[src/rtl/fetch_stage_if.sv]
// Fetch-stage bus: instruction-memory port, IR handshake, redirect/flush
// controls and pre-split decode fields.
interface fetch_stage_if #(
  parameter int unsigned PC_W = 32
);
  logic [PC_W-1:0] imem_pc;
  logic [31:0]     imem_instr;
  logic [31:0]     ir;
  logic [PC_W-1:0] ir_pc;
  logic            ir_valid;
  logic            ir_ready;
  logic            redirect_valid;
  logic [PC_W-1:0] redirect_pc;
  logic            flush;
  logic [PC_W-1:0] flush_pc;
  logic [5:0]      opcode;
  logic [4:0]      rd;
  logic [4:0]      rs;
  logic [4:0]      rt;
  logic [15:0]     imm;
  logic            is_nop;
  logic [31:0]     fetch_count;

  // Fetch stage side
  modport master (
    output imem_pc,
    input  imem_instr,
    output ir,
    output ir_pc,
    output ir_valid,
    input  ir_ready,
    input  redirect_valid,
    input  redirect_pc,
    input  flush,
    input  flush_pc,
    output opcode,
    output rd,
    output rs,
    output rt,
    output imm,
    output is_nop,
    output fetch_count
  );

  // Memory / downstream side
  modport slave (
    input  imem_pc,
    output imem_instr,
    input  ir,
    input  ir_pc,
    input  ir_valid,
    output ir_ready,
    output redirect_valid,
    output redirect_pc,
    output flush,
    output flush_pc,
    input  opcode,
    input  rd,
    input  rs,
    input  rt,
    input  imm,
    input  is_nop,
    input  fetch_count
  );
endinterface

[src/rtl/fetch_stage.sv]
// Instruction-fetch front end: owns the PC, reads a combinational IMem, latches
// the word into the IR and offers it downstream over a valid/ready handshake.
module fetch_stage #(
  parameter int unsigned PC_W      = 32,
  parameter int unsigned PC_STEP   = 1,
  parameter int unsigned IMEM_WAIT = 0
) (
  input  logic          clk,
  input  logic          rst_n,
  input  logic          en_i,
  fetch_stage_if.master bus
);

  typedef enum logic [1:0] {StFetch, StWait, StHold} state_e;

  state_e          state_q, state_d;
  logic [PC_W-1:0] pc_q, pc_d;
  logic [31:0]     ir_q, ir_d;
  logic [PC_W-1:0] ir_pc_q, ir_pc_d;
  logic            ir_valid_q, ir_valid_d;
  logic [3:0]      wait_cnt_q, wait_cnt_d;
  logic [31:0]     fetch_count_q, fetch_count_d;
  logic            accept;
  logic            capture;

  // en gates the accept so a frozen stage never consumes a handshake
  assign accept = ir_valid_q & bus.ir_ready & en_i;

  // Next-state: flush beats everything, then en gates the FSM
  always_comb begin
    state_d       = state_q;
    pc_d          = pc_q;
    ir_d          = ir_q;
    ir_pc_d       = ir_pc_q;
    ir_valid_d    = ir_valid_q;
    wait_cnt_d    = wait_cnt_q;
    fetch_count_d = fetch_count_q;
    capture       = 1'b0;

    if (bus.flush) begin
      pc_d       = bus.flush_pc;
      ir_valid_d = 1'b0;
      wait_cnt_d = 4'd0;
      state_d    = StFetch;
    end else if (en_i) begin
      unique case (state_q)
        StFetch: begin
          if (IMEM_WAIT == 0) begin
            capture = 1'b1;
          end else begin
            wait_cnt_d = 4'd1;
            state_d    = StWait;
          end
        end
        StWait: begin
          if (wait_cnt_q == 4'(IMEM_WAIT)) begin
            capture    = 1'b1;
            wait_cnt_d = 4'd0;
          end else begin
            wait_cnt_d = wait_cnt_q + 4'd1;
          end
        end
        StHold: begin
          // Redirect only matters when the word is actually consumed
          if (accept) begin
            pc_d       = bus.redirect_valid ? bus.redirect_pc : pc_q + PC_W'(PC_STEP);
            ir_valid_d = 1'b0;
            state_d    = StFetch;
          end
        end
        default: state_d = StFetch;
      endcase

      if (capture) begin
        ir_d       = bus.imem_instr;
        ir_pc_d    = pc_q;
        ir_valid_d = 1'b1;
        state_d    = StHold;
        if (fetch_count_q != 32'hFFFF_FFFF) begin
          fetch_count_d = fetch_count_q + 32'd1;
        end
      end
    end
  end

  // State registers with asynchronous active-low reset
  always_ff @(posedge clk or negedge rst_n) begin
    if (!rst_n) begin
      state_q       <= StFetch;
      pc_q          <= '0;
      ir_q          <= '0;
      ir_pc_q       <= '0;
      ir_valid_q    <= 1'b0;
      wait_cnt_q    <= 4'd0;
      fetch_count_q <= 32'd0;
    end else begin
      state_q       <= state_d;
      pc_q          <= pc_d;
      ir_q          <= ir_d;
      ir_pc_q       <= ir_pc_d;
      ir_valid_q    <= ir_valid_d;
      wait_cnt_q    <= wait_cnt_d;
      fetch_count_q <= fetch_count_d;
    end
  end

  assign bus.imem_pc     = pc_q;
  assign bus.ir          = ir_q;
  assign bus.ir_pc       = ir_pc_q;
  assign bus.ir_valid    = ir_valid_q;
  assign bus.fetch_count = fetch_count_q;

  // Decode fields straight from the IR; rt and imm overlap by design
  assign bus.opcode = ir_q[31:26];
  assign bus.rd     = ir_q[25:21];
  assign bus.rs     = ir_q[20:16];
  assign bus.rt     = ir_q[15:11];
  assign bus.imm    = ir_q[15:0];
  assign bus.is_nop = (ir_q == 32'h0);

endmodule
[src/flat_wrapper.sv]
// flat-port wrapper written by rule: the top's interface ports become plain ports
module fetch_stage_flat 
#(
  parameter int unsigned PC_W      = 32,
  parameter int unsigned PC_STEP   = 1,
  parameter int unsigned IMEM_WAIT = 0
)
  (clk, rst_n, en_i, bus_imem_pc, bus_imem_instr, bus_ir, bus_ir_pc, bus_ir_valid, bus_ir_ready, bus_redirect_valid, bus_redirect_pc, bus_flush, bus_flush_pc, bus_opcode, bus_rd, bus_rs, bus_rt, bus_imm, bus_is_nop, bus_fetch_count);
  fetch_stage_if #(.PC_W(PC_W)) bus_i ();
  input  logic clk;
  input  logic rst_n;
  input  logic en_i;
  output wire logic [$bits(bus_i.imem_pc)-1:0] bus_imem_pc;
  input wire logic [$bits(bus_i.imem_instr)-1:0] bus_imem_instr;
  output wire logic [$bits(bus_i.ir)-1:0] bus_ir;
  output wire logic [$bits(bus_i.ir_pc)-1:0] bus_ir_pc;
  output wire logic [$bits(bus_i.ir_valid)-1:0] bus_ir_valid;
  input wire logic [$bits(bus_i.ir_ready)-1:0] bus_ir_ready;
  input wire logic [$bits(bus_i.redirect_valid)-1:0] bus_redirect_valid;
  input wire logic [$bits(bus_i.redirect_pc)-1:0] bus_redirect_pc;
  input wire logic [$bits(bus_i.flush)-1:0] bus_flush;
  input wire logic [$bits(bus_i.flush_pc)-1:0] bus_flush_pc;
  output wire logic [$bits(bus_i.opcode)-1:0] bus_opcode;
  output wire logic [$bits(bus_i.rd)-1:0] bus_rd;
  output wire logic [$bits(bus_i.rs)-1:0] bus_rs;
  output wire logic [$bits(bus_i.rt)-1:0] bus_rt;
  output wire logic [$bits(bus_i.imm)-1:0] bus_imm;
  output wire logic [$bits(bus_i.is_nop)-1:0] bus_is_nop;
  output wire logic [$bits(bus_i.fetch_count)-1:0] bus_fetch_count;
  assign bus_imem_pc = bus_i.imem_pc;
  assign bus_i.imem_instr = bus_imem_instr;
  assign bus_ir = bus_i.ir;
  assign bus_ir_pc = bus_i.ir_pc;
  assign bus_ir_valid = bus_i.ir_valid;
  assign bus_i.ir_ready = bus_ir_ready;
  assign bus_i.redirect_valid = bus_redirect_valid;
  assign bus_i.redirect_pc = bus_redirect_pc;
  assign bus_i.flush = bus_flush;
  assign bus_i.flush_pc = bus_flush_pc;
  assign bus_opcode = bus_i.opcode;
  assign bus_rd = bus_i.rd;
  assign bus_rs = bus_i.rs;
  assign bus_rt = bus_i.rt;
  assign bus_imm = bus_i.imm;
  assign bus_is_nop = bus_i.is_nop;
  assign bus_fetch_count = bus_i.fetch_count;
  fetch_stage #(.PC_W(PC_W), .PC_STEP(PC_STEP), .IMEM_WAIT(IMEM_WAIT)) u_core (.clk(clk), .rst_n(rst_n), .en_i(en_i), .bus(bus_i));
endmodule
[config.mk]
export PLATFORM = sky130hd
export DESIGN_NAME = fetch_stage_flat
export DESIGN_NICKNAME = d
export VERILOG_FILES = /design/src/rtl/fetch_stage_if.sv /design/src/rtl/fetch_stage.sv /design/src/flat_wrapper.sv
export SDC_FILE = /design/constraint.sdc
export NUM_CORES = 1
export LEC_CHECK = 0
export BUFFER_PORTS_ARGS = -buffer_cell sky130_fd_sc_hd__buf_2
export CORE_MARGIN = 8
export CORE_UTILIZATION = 37
export DETAILED_ROUTE_END_ITERATION = 6
export PLACE_DENSITY = 0.66
export SYNTH_ARGS = -nofsm -noshare
export SYNTH_HDL_FRONTEND = slang
export SYNTH_SLANG_ARGS = --single-unit
[constraint.sdc]
create_clock -name clk -period 2 [get_ports clk]
set_clock_uncertainty 0.1 [all_clocks]
set_input_delay 0.3 -clock clk [delete_from_list [all_inputs] [get_ports clk]]
set_output_delay 0.3 -clock clk [all_outputs]
set_load 0.05 [all_outputs]
* After elaboration in Yosys (flattened, before gate mapping)
Index checks and enable logic that the tools add are counted.
Word-level totals: output and inout bits 167, input bits 102, flip-flop bits (word level) 135
Operators by class: bitwise gates (word level) 3, reductions and logical operators 16, equality and inequality tests 5, $add $sub $neg 3, mux-type cells 23
Operators by type and width (number):
- 2-to-1 mux 32 bit | 5
- adder 32 x 1 -> 32 bit (second input constant) | 2
- logical NOT 32 bit | 1
- inequality test 32 bit (second input constant) | 1
- 2-to-1 mux 4 bit | 4
- AND reduction 3 bit | 4
- 2-to-1 mux 1 bit | 8
- 2-to-1 mux 2 bit | 4
- nonzero test 2 bit | 4
- nonzero test 3 bit | 2
- adder 4 x 1 -> 4 bit (second input constant) | 1
- logical NOT 4 bit | 1
- inequality test 4 x 2 -> 1 bit (second input constant) | 1
- one-hot mux 2 bit (2 select lines) | 1
- AND reduction 4 bit | 1
- inequality test 3 x 1 -> 1 bit (second input constant) | 1
- AND 1 bit | 2
- equality test 2 x 1 -> 1 bit (second input constant) | 1
- equality test 2 bit (second input constant) | 1
- logical NOT 2 bit | 1
- one-hot mux 1 bit (2 select lines) | 1
- AND reduction 2 bit | 1
- OR reduction 2 bit | 1
- inverter 1 bit | 1

* Depth between registers and ports, before layout
Gate-level depths: netlist of the first run.
depth after elaboration 8, mapped depth 7, depth with buffers taken out 6

* Worst setup path before layout of the first run
Ideal clock, no wire load.
kind reg2reg, start register u_core.fetch_count_q[0] (netlist: u_core.bus.fetch_count[0]), end register u_core.fetch_count_q[15] (netlist: u_core.bus.fetch_count[15]), setup slack -554 ps, data required time 1755 ps, arrival time 2309 ps, path buffers 1, clock period less this slack 2554 ps, setup time 145 ps, stages on the path, launching flop included 8, cell sequence dfrtp_1 -> ha_1 -> nand3_1 -> or4_1 -> o31ai_4 -> buf_6 -> nor3_1 -> xor2_1
Between the ends: word-level cells in the longest chain between the ends 2, elaborated cells on any way between the ends 3, classes of those cells add/sub (1); eq/ne (1); reduce/logical (1)
Ends and longest elaborated chain:
- start, declared | line fetch_stage.sv:22 | logic [31:0] fetch_count_q, fetch_count_d;
- start signal, assigned | line fetch_stage.sv:103 | fetch_count_q <= fetch_count_d;
- parallel branches: the longest is 2 deep, another holds adder 32 x 1 -> 32 bit
Parallel ways; which one is timed is not known. A chain may end at the register's enable or synchronous reset.

* Worst setup path in the final report of the first run
start register u_core.fetch_count_q[8] (netlist: u_core.bus.fetch_count[8]), end register u_core.fetch_count_q[31] (netlist: u_core.bus.fetch_count[31])
Same word-level chain as after synthesis.

==> impl_metrics.env, run 1 <==
export IMPL_cp_arrival_ns=2.32
export IMPL_synthFlopType="dfrtp_1"
export IMPL_grt_pass1_vias=7037
export IMPL_drt_total_wl_um=24800
export IMPL_die_x_um=151
export IMPL_drv_slew=0
export IMPL_n_fill_cell=1618
export IMPL_numClockSinks=130
export IMPL_hold_viol=0
export IMPL_numCtsBuffers=17
export IMPL_slowest_stage="or4_4"
export IMPL_routed_via_density=5.06
export IMPL_post_drt_wl_per_cell_um=17.8
export IMPL_final_common_cell="buf_2"
export IMPL_gp_congestion=0.853
export IMPL_ys_warn_count=0
export IMPL_drt_initial_drc_count=413
export IMPL_ys_seq_area_frac=0.479
export IMPL_hold_path_class="in2reg"
export IMPL_clock_latency_ns=0.42
export IMPL_cts_max_path_buffers=2
export IMPL_yosysTopAreaCellShare=0.479
export IMPL_die_y_um=151
export IMPL_drcViolationCount=0
export IMPL_start_util=0.378
export IMPL_syn_nets=903
export IMPL_htreeDepth=4
export IMPL_required_ns=2.19
export IMPL_maxCapViolCount=0
export IMPL_critPathLaunchType="register"
export IMPL_dieArea_um2=22900
export IMPL_cts_tree="built"
export IMPL_overflow=0
export IMPL_synth_area_top_cells="dfrtp_1 (48%), nand2_1 (13%), buf_4 (4.1%), xor2_1 (3.5%), nor2_1 (2.7%)"
export IMPL_antenna_found_initial=1
export IMPL_path_clk_slew_ns=0.06
export IMPL_max_stage_delay_ns=0.61
export IMPL_layout_common_cells="buf_2 (266), nand2_1 (241), buf_4 (92)"
export IMPL_grt_usage=0.210
export IMPL_netlist_area_um2=6790
export IMPL_vias=7045
export IMPL_syn_avg_cell_area_um2=8.50
export IMPL_worst_pin_slew_ns=0.639
export IMPL_seq_area_um2=3310
export IMPL_grt_pass1_wl_um=37900
export IMPL_synthArstFlopShare=1.00
export IMPL_max_slew_margin_rel=0.574
export IMPL_fin_crit_sh=1.06
export IMPL_area_delta_synth_final_pct=48.5
export IMPL_post_dp_hpwl_um=18200
export IMPL_yosysTopAreaCell="dfrtp_1"
export IMPL_crit_buf_inv=2
export IMPL_num_rows=49
export IMPL_multi_input_area_um2=3260
export IMPL_finalInstanceArea_um2=10100
export IMPL_setup_viol=20
export IMPL_placeableCoreArea_um2=18000
export IMPL_pin_count=269
export IMPL_dpl_cell_area_um2=8890
export IMPL_cts_root_buf="clkbuf_16"
export IMPL_syn_inst=799
export IMPL_power_density_nw_per_um2=993
export IMPL_first_pass_iters=7
export IMPL_ys_types=61
export IMPL_worstPathMaxFanout=4
export IMPL_finalWorstSetupSlack_ns=-0.128
export IMPL_finalNetCount=1252
export IMPL_violations="setup timing"
export IMPL_synth_edf_count=0
export IMPL_clock_fmax_mhz=470
export IMPL_vdd_drop_max_mv=0.659
export IMPL_yosys_register_bits=130
export IMPL_end_kind="register"
export IMPL_ant_nets=0
export IMPL_io_buffers=268
export IMPL_leakage_nw=5.11
export IMPL_grt_max_degree=58
export IMPL_dp_cells=1313
export IMPL_period_minus_slack_ns=2.13
export IMPL_whs_ns=0.0161
export IMPL_outcome="complete, but fails checks"
export IMPL_drive_above_1_share=0.424
export IMPL_path_cells="nand4_1 > or4_4 > buf_6 > o211ai_1 > buf_4 > nor4_2 > xor2_1"
export IMPL_post_layout_nonfiller_instances=1391
export IMPL_crit_family="simple AND/OR/NAND/NOR gates"
export IMPL_grt_setup_unrepaired="yes"
export IMPL_worstSetupPathType="reg2reg"
-- cell usage after synthesis (2+ instances only) --
library cell,count
a21o_1,2
o21a_1,3
o21ai_0,31
a22o_1,2
and2_1,4
a2bb2oi_1,2
nand2_1,241
buf_1,8
and4_1,2
o22ai_1,3
xnor2_1,16
a211oi_1,4
buf_2,3
and3_1,4
or2_2,4
or4_1,4
nand3_1,29
nor2_1,48
dfrtp_1,130
nand2b_1,2
a22oi_1,4
inv_1,12
o31ai_1,5
buf_4,37
nor2b_1,3
o31a_1,3
mux2i_1,4
mux2_2,2
a41oi_1,2
a21oi_1,32
clkbuf_1,28
o221a_2,2
or3_1,3
ha_1,2
nor4_1,17
nand4_1,24
xor2_1,27
o211ai_1,6
nor3_1,22
-- where the power goes --
part           switching, mW  total (mW)  internal, mW  leakage [nW]
logic                   2.59        3.49         0.903          3.25
registers              0.332        3.33          3.00          1.56
clock network           1.20        3.19          1.99         0.293
total                   4.12        10.0          5.90          5.11
-- stage by stage --
step / power (mW) / setup TNS, ns / utilization / setup WS (ns)
6_report: 10.0 / -1.05 / 0.561 / -0.128
5_1_grt: 10.5 / -3.18 / 0.561 / -0.233
4_1_cts: 10.1 / -0.318 / 0.552 / -0.161
3_5_place_dp: 6.77 / -0.194 / 0.495 / -0.0353
3_3_place_gp: 6.74 / -0.00361 / 0.495 / -0.00361
2_1_floorplan: 5.83 / -2.62 / - / -0.203
-- timing repair --
item                                    CTS  global route
setup buffers                             3             6
hold endpoints to repair                165             0
pin swaps                                 3            14
hold buffers                             36             0
gates cloned                              0             0
endpoints found under the setup margin    8            35
resized for setup                         9            26
-- final timing paths --
path | startpoint | end | slack (ns) | cells past startpoint
min in group asynchronous | rst_n | u_core.bus.fetch_count[11] | 0.21 | 2
worst min-delay path | bus_flush_pc[7] | u_core.bus.imem_pc[7] | 0.02 | 2
max in group asynchronous | rst_n | u_core.bus.imem_pc[20] | 0.98 | 3
worst max register to register | u_core.bus.fetch_count[8] | u_core.bus.fetch_count[31] | -0.13 | 7
worst max-delay path | u_core.bus.fetch_count[8] | u_core.bus.fetch_count[31] | -0.13 | 7
worst min register to register | u_core.bus.ir_pc[0] | u_core.bus.ir_pc[0] | 0.37 | 2
-- registers in the layout (all words and copies together), names as in the netlist --
name                    cells
u_core.bus.fetch_count     32
u_core.bus.imem_pc         32
u_core.bus.ir              32
u_core.bus.ir_pc           32
u_core.bus.ir_valid         1
u_core.state_q              1
-- kinds of logic (layout without fill, tap and decap cells) --
| group | count (synthesis) | after routing | synth area share |
|---|---|---|---|
| compound gates | 116 | 116 | 0.112 |
| xor+xnor | 43 | 43 | 0.0555 |
| simple gates | 413 | 413 | 0.269 |
| other cells | 0 | 1 | 0 |
| mux | 6 | 6 | 0.00921 |
| fa+ha+maj | 2 | 2 | 0.00369 |
| flops | 130 | 130 | 0.479 |
| buf+inv | 89 | 451 | 0.0713 |
-- area by class of cell --
type	count	share of cell area
clock buffers	19	0.0439
diodes	1	0.000248
clock inverters	13	0.0159
multi-input cells	580	0.323
repair buffers	407	0.256
well taps	229	0.0284
inverters	12	0.00447
flip-flops and latches	130	0.328
-- metal layers --
| metal | track usage | share of wire | up-vias |
|---|---|---|---|
| met2 | 0.358 | 0.49 | 285 |
| met4 | 0.0628 | 0.017 | 2 |
| met5 | 0 | 0.00032 | - |
| li1 | - | - | 3401 |
| met1 | 0.261 | 0.40 | 3327 |
| met3 | 0.0478 | 0.088 | 30 |
-- worst register-to-register path, stage by stage (launching register included) --
cell and delay (ns):
dfrtp_2 0.36, nand4_1 0.23, or4_4 0.61, buf_6 0.14
o211ai_1 0.18, buf_4 0.19, nor4_2 0.05, xor2_1 0.13
(Power assumes the default switching activity.)
==> inputs of run 2 (changes only) <==
--- a/config.mk
+++ b/config.mk
@@ -6,6 +6,7 @@
 export NUM_CORES = 1
 export LEC_CHECK = 0
 export BUFFER_PORTS_ARGS = -buffer_cell sky130_fd_sc_hd__buf_2
+export CORE_ASPECT_RATIO = 0.8
 export CORE_MARGIN = 8
 export CORE_UTILIZATION = 37
 export DETAILED_ROUTE_END_ITERATION = 6
==> impl_metrics.env, run 2 (same netlist as run 1, synthesis figures left out) <==
export IMPL_die_x_um=167
export IMPL_cts_max_path_buffers=2
export IMPL_timing_rr_end="u_core.bus.fetch_count[8]"
export IMPL_io_buffers=268
export IMPL_outcome="complete, but fails checks"
export IMPL_maxCapViolCount=0
export IMPL_grt_setup_unrepaired="yes"
export IMPL_layout_common_cells="buf_2 (266), nand2_1 (241), dfrtp_1 (87)"
export IMPL_num_rows=44
export IMPL_hold_path_class="in2reg"
export IMPL_numCtsBuffers=17
export IMPL_start_util=0.376
export IMPL_clock_latency_ns=0.42
export IMPL_placeableCoreArea_um2=18100
export IMPL_clock_fmax_mhz=487
export IMPL_switching_share=0.409
export IMPL_overflow=0
export IMPL_first_pass_iters=7
export IMPL_ant_nets=0
export IMPL_n_antenna_cell=0
export IMPL_regToRegStartpoint="u_core.bus.fetch_count[1]"
export IMPL_grt_pass1_wl_um=39400
export IMPL_end_kind="output pin"
export IMPL_post_layout_nonfiller_instances=1379
export IMPL_drive_above_1_share=0.420
export IMPL_drv_slew=0
export IMPL_grt_max_degree=62
export IMPL_leakage_nw=5.06
export IMPL_dp_cells=1303
export IMPL_final_common_cell="buf_2"
export IMPL_numClockSinks=130
export IMPL_max_slew_margin_rel=0.570
export IMPL_cts_root_buf="clkbuf_16"
export IMPL_seqPwrFrac=0.326
export IMPL_worstPathMaxFanout=4
export IMPL_fin_crit_sh=1.03
export IMPL_setup_viol=12
export IMPL_required_ns=1.60
export IMPL_total_power_mw=10.3
export IMPL_critPathCapture="bus_is_nop"
export IMPL_pin_count=269
export IMPL_p_int_mw=6.11
export IMPL_r2r_slack_ns=-0.04
export IMPL_crit_start="u_core.bus.ir[2]"
export IMPL_cts_tree="built"
export IMPL_finalNetCount=1240
export IMPL_antenna_found_initial=0
export IMPL_path_clk_slew_ns=0.06
export IMPL_drcViolationCount=0
export IMPL_area_delta_synth_final_pct=47.9
export IMPL_violations="setup timing"
export IMPL_vdd_drop_max_mv=0.573
export IMPL_post_drt_wl_per_cell_um=18.3
export IMPL_post_dp_hpwl_um=18500
export IMPL_hold_viol=0
export IMPL_drt_total_wl_um=25200
export IMPL_grt_usage=0.215
export IMPL_rr_worst_depth=7
export IMPL_comb_power_share=0.337
export IMPL_critPathLaunchType="register"
export IMPL_clkPwrFrac=0.338
export IMPL_dieArea_um2=23000
export IMPL_cp_arrival_ns=1.65
export IMPL_worstSetupPathType="reg2out"
export IMPL_htreeDepth=4
export IMPL_drt_initial_drc_count=500
export IMPL_period_minus_slack_ns=2.05
export IMPL_routed_via_density=5.14
export IMPL_finalWorstSetupSlack_ns=-0.0530
export IMPL_power_density_nw_per_um2=1030
export IMPL_grt_pass1_vias=6967
export IMPL_gp_congestion=0.868
export IMPL_switchingPower_mw=4.23
export IMPL_n_fill_cell=1641
export IMPL_die_y_um=137
export IMPL_vias=7092
export IMPL_worst_pin_slew_ns=0.645
run 2: changes by cell type in the layout (fill, tap and decap cells not counted), sizes merged:
| cell | change |
|---|---|
| inv | +3 |
| clkinvlp | -2 |
| clkbuf | -2 |
| dlygate4sd3 | +2 |
| buf | -14 |
| clkinv | -1 |
| diode | -1 |
| bufinv | +2 |
run 2: cell type report:
type / count / area, µm² / area share
well taps: 230 / 288 / 0.0287
inverters: 12 / 45.0 / 0.00449
multi-input cells: 580 / 3280 / 0.326
flip-flops and latches: 130 / 3310 / 0.329
clock buffers: 17 / 425 / 0.0424
repair buffers: 395 / 2470 / 0.246
clock inverters: 15 / 230 / 0.0229
run 2: what timing repair did:
action / in CTS / in global routing
setup endpoints to repair: 18 / 37
gates resized for setup: 8 / 25
pin swaps: 1 / 15
hold buffers: 38 / 0
endpoints found under the hold margin: 80 / 0
setup buffers: 1 / 5
run 2: critical path, cell delays in order, from the launching register on:
cell and delay, ns:
dfrtp_2 0.44, nor4_4 0.33, nand4_1 0.17, nor2_2 0.12
buf_6 0.16
run 2: through the flow:
step | instance area (µm²) | setup WS, ns | hold WS (ns) | utilization | TNS (ns)
after global routing | 10000 | -0.172 | 0.00534 | 0.556 | -1.53
final | 10000 | -0.0530 | 0.0108 | 0.556 | -0.321
after global placement | 8790 | -0.0629 | 0.169 | 0.487 | -0.219
after CTS | 9880 | -0.105 | 0.000168 | 0.547 | -0.149
after detailed placement | 8790 | -0.116 | 0.175 | 0.487 | -0.621
after floorplan | 6930 | -0.203 | -0.0956 | - | -2.62
run 2: worst min path at each step:
stage	cells after the start	end	slack (ns)	start
floorplan	0	u_core.bus.fetch_count[0]	-0.1	rst_n
global placement	1	u_core.bus.imem_pc[0]	0.17	rst_n
detailed placement	1	u_core.bus.ir_valid	0.17	rst_n
CTS	3	u_core.bus.ir[18]	0.0002	bus_imem_instr[18]
global route	3	u_core.bus.ir[18]	0.005	bus_imem_instr[18]
finish	3	u_core.bus.imem_pc[21]	0.01	bus_redirect_pc[21]
run 2: power groups by stage:
stage               combinational, mW  clock [mW]  sequential, mW
detailed placement               3.39           0            3.39
finish                           3.48        3.49            3.37
global placement                 3.38           0            3.38
global route                     3.67        3.67            3.42
CTS                              3.47        3.56            3.35
floorplan                        1.21           0            4.62
run 2: routing by layer:
layer | global-route usage | up-vias | wire [µm]
met3 | 0.0600 | 33 | 1890
met4 | 0.0693 | 0 | 485
met5 | 0 | - | 0
li1 | - | 3375 | -
met2 | 0.342 | 314 | 11700
met1 | 0.281 | 3370 | 11100
